## src/rtl/lvds_error_injector.sv

```systemverilog
// Purpose: link-debug error injector; XORs a mask into a chosen word after a trigger symbol.
// Latency: fixed 2 cycles from i_data/i_valid to o_data/o_valid, injected or not.
// Backpressure: none; the word stream is qualified by i_valid only and is never stalled.
module lvds_error_injector #(
    parameter int DATA_W = 9,
    parameter int OFS_W  = 4,
    parameter int CNT_W  = 8
) (
    input  logic              i_sys_clk_120,
    input  logic              i_sys_arst_n,
    input  logic              i_start,
    input  logic              i_stop,
    input  logic              i_done_ack,
    input  logic [DATA_W-1:0] i_cfg_trig,
    input  logic [OFS_W-1:0]  i_cfg_offset,
    input  logic [DATA_W-1:0] i_cfg_mask,
    input  logic [CNT_W-1:0]  i_cfg_count,
    input  logic              i_valid,
    input  logic [DATA_W-1:0] i_data,
    output logic              o_valid,
    output logic [DATA_W-1:0] o_data,
    output logic              o_busy,
    output logic              o_inj_pulse,
    output logic [CNT_W-1:0]  o_inj_cnt,
    output logic              o_done
);

    typedef enum logic [1:0] {
        IDLE   = 2'd0,
        ARMED  = 2'd1,
        OFFSET = 2'd2
    } state_t;

    state_t              state;
    logic                v1;
    logic [DATA_W-1:0]   d1;
    logic [DATA_W-1:0]   trig_q;
    logic [DATA_W-1:0]   mask_q;
    logic [OFS_W-1:0]    ofs_q;
    logic [CNT_W-1:0]    cnt_q;
    logic [OFS_W-1:0]    ofs_cnt;
    logic [CNT_W-1:0]    inj_cnt;
    logic                done_q;

    logic                trig_hit;
    logic                inj;
    logic                start_acc;
    logic                done_evt;
    logic [CNT_W-1:0]    inj_cnt_nxt;

    assign trig_hit  = v1 && (d1 == trig_q);
    // i_stop outranks i_start even in IDLE, so a coincident pair never arms.
    assign start_acc = i_start && !i_stop && (state == IDLE);

    // Decide whether the stage1 word is the target; a same-cycle stop suppresses it.
    always_comb begin
        inj = 1'b0;
        case (state)
            ARMED:   inj = trig_hit && (ofs_q == '0);
            OFFSET:  inj = v1 && (ofs_cnt == OFS_W'(1));
            default: inj = 1'b0;
        endcase
        if (i_stop) begin
            inj = 1'b0;
        end
    end

    // Saturating increment of the injected-word counter and the run-complete condition.
    always_comb begin
        inj_cnt_nxt = (&inj_cnt) ? inj_cnt : inj_cnt + CNT_W'(1);
        done_evt    = inj && (cnt_q != '0) && (inj_cnt_nxt == cnt_q);
    end

    // Two-stage datapath: stage1 captures the raw word, stage2 applies the mask.
    always_ff @(posedge i_sys_clk_120 or negedge i_sys_arst_n) begin
        if (!i_sys_arst_n) begin
            v1          <= 1'b0;
            d1          <= '0;
            o_valid     <= 1'b0;
            o_data      <= '0;
            o_inj_pulse <= 1'b0;
        end else begin
            v1          <= i_valid;
            d1          <= i_data;
            o_valid     <= v1;
            o_data      <= d1 ^ (inj ? mask_q : '0);
            o_inj_pulse <= inj;
        end
    end

    // Run control FSM: arm on start, track the trigger offset, count injections.
    always_ff @(posedge i_sys_clk_120 or negedge i_sys_arst_n) begin
        if (!i_sys_arst_n) begin
            state   <= IDLE;
            trig_q  <= '0;
            mask_q  <= '0;
            ofs_q   <= '0;
            cnt_q   <= '0;
            ofs_cnt <= '0;
            inj_cnt <= '0;
        end else if (i_stop) begin
            state   <= IDLE;
        end else begin
            case (state)
                IDLE: begin
                    if (start_acc) begin
                        trig_q  <= i_cfg_trig;
                        mask_q  <= i_cfg_mask;
                        ofs_q   <= i_cfg_offset;
                        cnt_q   <= i_cfg_count;
                        ofs_cnt <= '0;
                        inj_cnt <= '0;
                        state   <= ARMED;
                    end
                end
                ARMED: begin
                    if (trig_hit && (ofs_q != '0)) begin
                        ofs_cnt <= ofs_q;
                        state   <= OFFSET;
                    end
                end
                OFFSET: begin
                    // Triggers seen here are ordinary words: no re-trigger.
                    if (v1) begin
                        if (ofs_cnt == OFS_W'(1)) begin
                            state <= ARMED;
                        end else begin
                            ofs_cnt <= ofs_cnt - OFS_W'(1);
                        end
                    end
                end
                default: state <= IDLE;
            endcase
            if (inj) begin
                inj_cnt <= inj_cnt_nxt;
                if (done_evt) begin
                    state <= IDLE;
                end
            end
        end
    end

    // Sticky done flag; a done event beats a coincident acknowledge.
    always_ff @(posedge i_sys_clk_120 or negedge i_sys_arst_n) begin
        if (!i_sys_arst_n) begin
            done_q <= 1'b0;
        end else if (done_evt) begin
            done_q <= 1'b1;
        end else if (i_done_ack || start_acc) begin
            done_q <= 1'b0;
        end
    end

    assign o_busy    = (state != IDLE);
    assign o_inj_cnt = inj_cnt;
    assign o_done    = done_q;

endmodule
```

## config.mk

```make
export PLATFORM = sky130hd
export DESIGN_NAME = lvds_error_injector
export DESIGN_NICKNAME = d
export VERILOG_FILES = /design/src/rtl/lvds_error_injector.sv
export SDC_FILE = /design/constraint.sdc
export NUM_CORES = 1
export LEC_CHECK = 0
export CORE_ASPECT_RATIO = 1.4
export CORE_MARGIN = 2
export CORE_UTILIZATION = 45
export CTS_BUF_LIST = sky130_fd_sc_hd__clkbuf_8 sky130_fd_sc_hd__clkbuf_16
export DETAILED_ROUTE_END_ITERATION = 6
export GPL_ROUTABILITY_DRIVEN = 0
export PLACE_DENSITY = 0.75
export SYNTH_ARGS = -nofsm -noshare
export SYNTH_HDL_FRONTEND = slang
export SYNTH_SLANG_ARGS = --single-unit
export TNS_END_PERCENT = 30
```

## constraint.sdc

```tcl
create_clock -name i_sys_clk_120 -period 2.2 [get_ports i_sys_clk_120]
set_clock_uncertainty 0.05 [all_clocks]
set_input_delay 0.44 -clock i_sys_clk_120 [delete_from_list [all_inputs] [get_ports i_sys_clk_120]]
set_output_delay 0.44 -clock i_sys_clk_120 [all_outputs]
set_load 0.02 [all_outputs]
```

==> metrics.md <==
| Metric | Value |
|---|---|
| Status | finished with violations |
| Failing checks | negative setup slack |
| Cell Rows | 35 |
| Layout overhead on the synthesized area | 42.7% |
| Post-synth EDFFs | 0 |
| Warnings from Yosys | 0 |
| R2R Setup Slk | -0.04 ns |
| Crit path kind | flop to flop |
| Slowest cell on crit path | or4_4 |
| Total track usage | between 10% and 20% |
| Max Slew Vio Count | 0 |
| Initial antenna violation count | 0 |
| Most Frequent Cell on Critical Path | mux2_4 |
| Busiest grt layer | met2 |
| CTS tree | built |
| Largest net degree at the start of global routing | 67 |
| Crit. End Element | flop |
| Reg2reg start | ofs_q[0]$_DFFE_PN0P_ |
| Mapped Avg Cell Area | between 10 and 15 um^2 |
| Reg-to-Reg End | o_inj_cnt[0]$_DFFE_PN0P_ |
| Slew @ Worst Pin | 0.458 ns |
| Synth Cell Area | ~0.0031 mm^2 |
| Fin nets | roughly 420 |
| Die area | about 0.0076 mm^2 |
| PnR worst setup slack | -0.0410 ns |
| Design area | 0.00446 mm^2 |
| Fill cells | approximately 520 |
| DP HPWL | around 5 mm |
| Most used DFF post-synth | dfrtp_1 |
| Layout cells sized above 1 | between 30% and 40% |
| Hold Vio Cnt, Final | 0 |
| DRT iter0 DRCs | between 200 and 250 |
| Largest delay contributor family on the critical path | simple AND/OR/NAND/NOR gates |
| IO Count | 66 |
| Clock root buffer master | clkbuf_8 |
| Gr ovfl total | 0 |
| Cell variety after synth | 52 |
| First-pass detailed-route iteration total | 5 |
| Post-Syn Instances | 260 |
| Max-cap viol count | 0 |
| P_leak | around 1.9 nW |
| CTS buffer count | 9 |
| WL/cell | between 15 and 20 um |
| Cell breakdown of the critical path | nor4_4 -> nand4b_1 -> or4_4 -> o31ai_4 -> mux2_4 -> mux2_4 |
| Max Buffers Root-to-Sink | 2 |
| H-Tree Depth | 3 |
| Worst-path maximum fanout | 3 |
| First-pass GRT wire length | 11.3 mm |
| Post-placement cell area | 0.00408 mm^2 |
| Final min period | 2.24 ns |
| Clock slew at reported path FFs | ~0.070 ns |
| Remaining DRCs | 0 |
| Worst R2R Path Depth | 6 |
| Met2 Track Usage GR | between 30% and 40% |
| Dpl cells | about 440 |
| Syn_nets | approximately 310 |
| DRT Wirelength | between 7 and 8 mm |
| Core Area | between 0.006 and 0.007 mm^2 |
| Final cell count without fillers | 462 |
| Die Wd | 74.4 um |
| Crit path depth | 6 |
| Final ANT Viol Nets | 0 |
| Yosys reg bits | 66 |
| Slew Limit Headroom | a little over two thirds |
| Vias per cell | 5.35 |
| Final Util | roughly 67% |
| Async SR Flop Fraction | 100% |
| Initial core utilization | 47.0% |
| Met3 Use GR | 3.03% |
| CP arrival | 2.42 ns |
| Sequential fraction of the synthesis area | between 50% and 60% |
| Critical path startpoint category | flop |
| Clock Sinks | between 60 and 70 |
| Die H | approximately 100 um |
| Port buffer count | 65 |
| Pwr Density | between 600 and 700 mW/mm^2 |
| Period utilization | 102% |
| Slowest Stage Delay on Critical Path | between 0.5 and 0.6 ns |
| Buffers plus inverters on the worst setup path | 0 |
| Ant diodes | 0 |
| Maximum VDD drop | roughly 0.5 mV |
| Vias in the first global route | around 2,400 |
| Worst Hold Class | input pin to async pin |
| Setup violations, final | 3 |
| WP data required | around 2.4 ns |
| RSZ-0062 raised after global routing | true |
| Grt met1 use | between 20% and 30% |
| Worst-Skew Late Latency | 0.34 ns |
| Vias | about 2,500 |
| Fmax | 446 MHz |
synth_stat cells (4+ instances only):
cell      count  area, um^2
dfrtp_1      66        1650
mux2_2       32         360
xnor2_1      20         175
nand2_1      19        71.3
a21oi_1      10        50.1
nor2_1       10        37.5
inv_1         9        33.8
ha_1          7        87.6
nand3_1       7        35.0
and3_1        6        37.5
a211oi_1      5        37.5
clkbuf_1      4        15.0
nand4_1       4        25.0
nor3_1        4        20.0
o21ai_0       4        20.0
o31ai_1       4        30.0
metal layers:
layer	up-vias	wire (um)
met3	15	361
li1	1155	-
met1	1208	2810
met5	-	0
met4	0	178
met2	94	3760
power breakdown:
group / leakage (nW) / switching, W / internal (W)
Sequential: 0.803 / 0.0000937 / 0.00134
Combinational: 0.963 / 0.000186 / 0.000295
Clock: 0.0892 / 0.000454 / 0.000429
metrics by stage:
stage                     TNS (ns)  setup WS (ns)  total power (W)  hold WS [ns]
after floorplan                  0         0.0258          0.00168        0.0944
after global placement       -2.10         -0.144          0.00189         0.409
after detailed placement     -2.94         -0.176          0.00190         0.406
after CTS                  -0.0191        -0.0191          0.00281        0.0648
after global routing         -1.57         -0.114          0.00293        0.0708
final                      -0.0592        -0.0410          0.00280        0.0503
flip-flops by register name (all words and copies together), names as in the netlist:
register and flops:
cnt_q 8, d1 9, mask_q 9, o_data 9, o_done 1, o_inj_cnt 8, o_inj_pulse 1, o_valid 1
ofs_cnt 4, ofs_q 4, state 2, trig_q 9, v1 1
cells by family (layout without fill, tap and decap cells):
logic type / count (synthesis) / after routing / share of synthesized area [%]
DFF: 66 / 66 / 52.8
and+or+nand+nor: 66 / 66 / 11.8
AOI/OAI and AO/OA: 46 / 46 / 11.2
muxes: 33 / 33 / 11.8
xor gates and xnor gates: 22 / 22 / 6.17
buffers and inverters: 20 / 130 / 3.36
adders and majority gates: 7 / 7 / 2.80
area by class of cell:
class / instances / area (um^2) / share of cell area, %
tap: 92 / 115 / 2.58
clock buffer: 10 / 138 / 3.09
multi-input combinational: 174 / 1500 / 33.7
sequential: 66 / 1660 / 37.1
timing repair buffer: 105 / 981 / 22.0
clock inverter: 6 / 33.8 / 0.758
inverter: 9 / 33.8 / 0.758
layout by cell type (no fill, tap or decap), types with 3 or more instances in the layout:
master / Yosys / final
nand3_1: 7 / 7
nor2_1: 10 / 10
a22oi_1: 3 / 3
dfrtp_1: 66 / 63
and3_1: 6 / 6
clkdlybuf4s50_1: 0 / 63
ha_1: 7 / 5
a211oi_1: 5 / 3
buf_4: 1 / 36
nand2_1: 19 / 19
a21oi_1: 10 / 10
o21ai_0: 4 / 3
xnor2_1: 20 / 20
clkinv_2: 0 / 3
dfrtp_2: 0 / 3
clkbuf_8: 0 / 10
mux2_2: 32 / 30
o31ai_2: 0 / 3
nand4_1: 4 / 4
inv_1: 9 / 10
nor3_1: 4 / 4
worst max path at each step:
stage,start,endpoint,slack (ns)
finish,ofs_q[0]$_DFFE_PN0P_,o_inj_cnt[0]$_DFFE_PN0P_,-0.04
global route,ofs_q[0]$_DFFE_PN0P_,o_inj_cnt[0]$_DFFE_PN0P_,-0.11
CTS,ofs_q[3]$_DFFE_PN0P_,o_inj_cnt[0]$_DFFE_PN0P_,-0.02
detailed placement,i_stop,o_inj_cnt[5]$_DFFE_PN0P_,-0.18
global placement,i_stop,o_inj_cnt[0]$_DFFE_PN0P_,-0.14
floorplan,o_inj_cnt[0]$_DFFE_PN0P_,state[0]$_DFF_PN0_,0.03
repair_timing:
action,4_1_cts,5_1_grt
pin swaps,9,14
setup buffers,5,4
resized for setup,8,17
setup endpoints to repair,23,25
hold buffers,0,0
cloned,0,1
Power figures use the tool's default switching activity.
